File: src/rtl/reg_write_scatter.sv
// Burst write scatter into a 32-entry register bank, exposed as a flat bus for the read muxes.
// Optional build macro REG_SCATTER_R0_ZERO_EN hardwires register 0 to zero.
module reg_write_scatter #(
  parameter int DATA_WIDTH = 32,
  parameter int ADDR_WIDTH = 5,
  parameter int NUM_REGS   = 32
) (
  input  logic                           CLK,
  input  logic                           RST,
  input  logic                           CMD_VALID,
  output logic                           CMD_READY,
  input  logic [ADDR_WIDTH-1:0]          CMD_ADDR,
  input  logic [ADDR_WIDTH-1:0]          CMD_LEN,
  input  logic                           DATA_VALID,
  output logic                           DATA_READY,
  input  logic [DATA_WIDTH-1:0]          DATA,
  output logic                           BUSY,
  output logic                           DONE,
  output logic [NUM_REGS*DATA_WIDTH-1:0] REG_Q
);

  typedef enum logic {IDLE, BURST} state_t;

  state_t                  state, state_nxt;
  logic [ADDR_WIDTH-1:0]   addr, addr_nxt;
  logic [ADDR_WIDTH-1:0]   rem, rem_nxt;
  logic                    done_p0, done_nxt;
  logic                    beat_acc;
  logic                    wr_en;
  logic [DATA_WIDTH-1:0]   regs [NUM_REGS];

  assign CMD_READY  = (state == IDLE);
  assign DATA_READY = (state == BURST);
  assign BUSY       = (state == BURST);
  assign DONE       = done_p0;
  assign beat_acc   = (state == BURST) && DATA_VALID;

`ifdef REG_SCATTER_R0_ZERO_EN
  // Beats aimed at register 0 are still consumed, just not stored.
  assign wr_en = beat_acc && (addr != '0);
`else
  assign wr_en = beat_acc;
`endif

  always_comb begin
    state_nxt = state;
    addr_nxt  = addr;
    rem_nxt   = rem;
    done_nxt  = 1'b0;
    case (state)
      IDLE: begin
        if (CMD_VALID) begin
          addr_nxt  = CMD_ADDR;
          rem_nxt   = CMD_LEN;
          state_nxt = BURST;
        end
      end
      BURST: begin
        if (DATA_VALID) begin
          // NUM_REGS == 2**ADDR_WIDTH, so natural overflow gives the wrap.
          addr_nxt = addr + 1'b1;
          if (rem == '0) begin
            state_nxt = IDLE;
            done_nxt  = 1'b1;
          end else begin
            rem_nxt = rem - 1'b1;
          end
        end
      end
      default: state_nxt = IDLE;
    endcase
  end

  // Control state boundary
  always_ff @(posedge CLK) begin
    if (RST) begin
      state   <= IDLE;
      addr    <= '0;
      rem     <= '0;
      done_p0 <= 1'b0;
    end else begin
      state   <= state_nxt;
      addr    <= addr_nxt;
      rem     <= rem_nxt;
      done_p0 <= done_nxt;
    end
  end

  // Register bank boundary
  always_ff @(posedge CLK) begin
    if (RST) begin
      for (int k = 0; k < NUM_REGS; k++) regs[k] <= '0;
    end else if (wr_en) begin
      regs[addr] <= DATA;
    end
  end

  always_comb begin
    REG_Q = '0;
    for (int k = 0; k < NUM_REGS; k++) REG_Q[k*DATA_WIDTH +: DATA_WIDTH] = regs[k];
`ifdef REG_SCATTER_R0_ZERO_EN
    REG_Q[DATA_WIDTH-1:0] = '0;
`endif
  end

endmodule

File: config.mk
export PLATFORM = sky130hd
export DESIGN_NAME = reg_write_scatter
export DESIGN_NICKNAME = d
export VERILOG_FILES = /design/src/rtl/reg_write_scatter.sv
export SDC_FILE = /design/constraint.sdc
export NUM_CORES = 1
export LEC_CHECK = 0
export BUFFER_PORTS_ARGS = -buffer_cell sky130_fd_sc_hd__buf_2
export CAP_MARGIN = 20
export CORE_AREA = 4 4 415 417
export CTS_BUF_LIST = sky130_fd_sc_hd__clkbuf_4
export DETAILED_ROUTE_END_ITERATION = 10
export DIE_AREA = 0 0 419 421
export GPL_ROUTABILITY_DRIVEN = 1
export MAX_ROUTING_LAYER = met4
export PLACE_DENSITY = 0.42
export SYNTH_ARGS = -nofsm -noshare
export SYNTH_HDL_FRONTEND = slang
export SYNTH_SLANG_ARGS = --single-unit
File: constraint.sdc
create_clock -name CLK -period 4.9 [get_ports CLK]
set_input_delay 0.735 -clock CLK [delete_from_list [all_inputs] [get_ports CLK]]
set_output_delay 0.735 -clock CLK [all_outputs]
set_load 0.01 [all_outputs]
==> metrics list <==
- Status: complete, no violations
- In this run, post-CTS repair resized a total of 0 instances.
- In the synthesized netlist, the number of instances is 2559.
- For this design the top-level I/O count stands at 1074.
- In this run, flip-flops and latches consume 51.7% of the power.
- Synth top cells by count: 1024 x edfxtp_1, 937 x nor2_1, 205 x nand2_1
* Minimum setup slack among reg-to-reg paths: 1910 ps
- Once detail routing completed, the nets flagged for antenna violations numbered 0.
* Inst Count DP: 5733
- Die width: 419 microns
* Root buffer cell: clkbuf_4
* Beginning of the worst hold path: DATA[10]
- At the later pin of the worst-skew pair, clock insertion delay measures 1280 ps.
* Relative contribution of the clock network to total power: 40.8%
* Power per cell area: 395.1 nW/um^2
* Post-synthesis async set-or-reset flop share: 0%
- Yosys top cell by area: edfxtp_1
- Area growth from synthesis to layout: 32.79%
* Via count of the first global-routing pass: 26710
* Total of flip-flops plus latches after synthesis: 1036
- Sinks on the clock net: 1036
* Post-layout utilization of the core: 29.50%
- Top cells by area, synth: edfxtp_1 82%, nor2_1 9.4%, nand2_1 2.1%, and2_1 1.6%, buf_2 0.89%
- edfxtp_1 is the most common cell in the netlist.
- The worst-case IR drop observed on VDD is 0.2209 mV.
- The first TritonRoute pass finished after 7 iterations.
- For this design the static power due to leakage is 19.55 nW.
* Global-route wire length before repair: 240300 microns
- PnR worst setup slack: 1682 ps
- At the pin with the least slew margin, the transition time is 1126 ps.
- After routing, the total negative slack on setup checks comes to 0 ps.
- After detailed routing, the total wire length is 182900 microns.
* Sum of overflow across all layers after global routing: 0
- Die H: 421 microns
- Remaining DRCs: 0
- Class of the most critical hold timing path: primary input to flop
- Kind of critical path: flop to primary output
- Pre-CTS setup slack: 1389 ps
- CORE AREA: 168700 sq um
- Gpl congestion: 0.8302
* Sink of the worst hold path: regs[14][10]
- After legalization and detailed placement, the total HPWL measured 123200 microns.
* Max-slew violation count: 0
- Final period util: 65.67%
* Placed Area: 45740 sq um
- Std-Cell Rows: 151
- For this run, the total global-route usage over all layers was measured as 20.66%.
* Critical register-to-register path endpoint: regs[20][11]
- For the finished layout, the period the worst path requires is 3218 ps.
- Flip-flop cell with the highest count after synthesis: edfxtp_1
- CTS built an H-tree with a depth of 5.
* Vias after detailed routing: 26840
- Switching portion of total power: 25.99%
- Along the worst path, the maximum fanout reaches 24.
- Reported net switching power: 0.005111 W
* Maximum number of pins on one net before global-route repair: 133
- No sink is reached through more buffers than the 4 on the longest clock path.
* Clock transition at the register clock pins on the worst setup and hold paths after CTS: 60 ps
- Counting cells, the worst reg-to-reg path comes to 3.
- The internal power of the cells totals 0.01456 W.
- The share of the Yosys chip area taken by registers is 82.67%.
- Kind of capture point of the worst setup path: primary output
- Number of non-filler instances in the completed layout: 6297
* Post-detailed-route via-to-cell ratio: 4.262
- For this block, the initial DRC count from the detailed router was 2431.
- Timing-limited maximum frequency: 310.8 MHz
- In this run the tool buffered the top-level ports with 1073 buffer cells.
- Counting every net in the synthesized netlist gives 2610.
* Initial Util: 22.22%
- Netlist Area Pre-Place: 37490 sq um
- The initial antenna violation count was 32.
* Distinct cell type count after synthesis: 48
- Count of final setup violators: 0
- Post-synthesis average cell area: 14.65 sq um
- For the worst setup path, the data required time is 4160 ps.
* Setup repair after global routing missed its margin: no
* Startpoint type of the worst setup path: flop
- Overall die area: 176400 sq um
- Data on the critical path arrives at its endpoint at 2480 ps.
- Fraction of post-synthesis cell area in the top cell type by area: 82.03%
- Final routed wire length divided by cell count: 29.04 microns
- Worst clock skew: 65.15 ps
- Per report_power, the combinational group accounts for 7.5% of the total.
* Synthesis warning total: 0
- Final net count: 3921
* Final hold vios: 0
- Share of post-route cells with drive strength above 1: 40.43%
- The number of clock buffers added by TritonCTS is 314.
* Final design instance area without fill: 49780 sq um
* Post-synth EDFFs: 1024
* Max-capacitance violation count: 0
- Count of cells along the worst hold path: 2
* Worst flop-to-flop path startpoint: addr[2]
* Relative slew slack: 24.92%
- TritonCTS built the clock tree.
==> logic make-up after synthesis <==
logic type               share of synthesized area [%]
AO/OA/AOI/OAI                                   0.7644
buffers and inverters                            2.366
adder cells (fa/ha/maj)                         0.1669
AND/OR/NAND/NOR                                  13.89
XOR/XNOR                                       0.02337
multiplexers                                    0.1235
flip-flops                                       82.67
==> flip-flops by register name (all words and copies together), names as in the netlist <==
| signal | flops |
|---|---|
| regs | 1024 |
| addr | 5 |
| rem | 5 |
| BUSY | 1 |
| DONE | 1 |
==> power groups by stage <==
stage          logic (W)  clock network (W)  registers (W)
2_1_floorplan   0.000390                  0         0.0105
3_3_place_gp     0.00150                  0         0.0104
3_5_place_dp     0.00150                  0         0.0104
4_1_cts          0.00153            0.00829         0.0102
5_1_grt          0.00155            0.00877         0.0102
6_report         0.00147            0.00803         0.0102
==> cell usage in the layout, fill, tap and decap left out, drive strengths merged, types with 3 or more instances in the layout <==
| master | synthesis | routed |
|---|---|---|
| clkinv | 1 | 50 |
| nand3 | 7 | 7 |
| dfxtp | 12 | 12 |
| buf | 96 | 1137 |
| nand3b | 3 | 3 |
| a211oi | 3 | 3 |
| diode | 0 | 28 |
| a21oi | 3 | 3 |
| and2 | 97 | 97 |
| o21ai | 31 | 31 |
| nand2b | 3 | 3 |
| nand2 | 205 | 205 |
| dlygate4sd3 | 0 | 39 |
| inv | 6 | 11 |
| edfxtp | 1024 | 1024 |
| nor2 | 940 | 940 |
| clkbuf | 85 | 441 |
| nor3 | 3 | 3 |
| ha | 5 | 5 |
| nand4b | 3 | 3 |
| and4b | 5 | 5 |
==> cell type report <==
cell class | instances | area (sq um)
inverter | 7 | 27.53
clock buffer | 441 | 3311
clock inverter | 56 | 269.0
timing repair buffer | 1176 | 6376
sequential | 1036 | 30990
antenna | 28 | 70.07
fill | 17550 | 118900
tap | 2218 | 2775
multi-input combinational | 1335 | 5959
==> layer usage <==
| layer | vias up | global-route usage [%] | routed length, microns |
|---|---|---|---|
| met5 | - | - | 0 |
| met4 | 0 | 7.860 | 6573 |
| met3 | 257 | 5.415 | 14740 |
| met2 | 1435 | 34.16 | 90980 |
| met1 | 13520 | 24.05 | 70590 |
| li1 | 11630 | - | - |
==> how the worst max path moves through the flow <==
stage	startpoint	end	slack (ps)	depth (start not counted)
after floorplan	RST	regs[22][0]	700	5
after global placement	DATA_VALID	regs[8][3]	1440	5
after detailed placement	DATA_VALID	regs[4][1]	1390	5
after CTS	BUSY	CMD_READY	1400	3
after global routing	BUSY	CMD_READY	1420	3
final	BUSY	CMD_READY	1680	3
==> critical path, stage by stage, from the launching register on <==
cell and delay, ps:
dfxtp_1 440, buf_4 340, inv_1 230, buf_2 190
==> what timing repair did <==
action / 4_1_cts / 5_1_grt
setup buffers: 0 / 0
hold buffers: 39 / 0
endpoints found under the hold margin: 74 / 0
==> per-stage QoR <==
stage	power [W]	hold WS [ps]
finish	0.01967	234.9
global route	0.02051	80.24
CTS	0.01999	6.307
detailed placement	0.01186	501.1
global placement	0.01185	491.0
floorplan	0.01089	465.0
No activity file was read; power rests on OpenSTA's default activity.
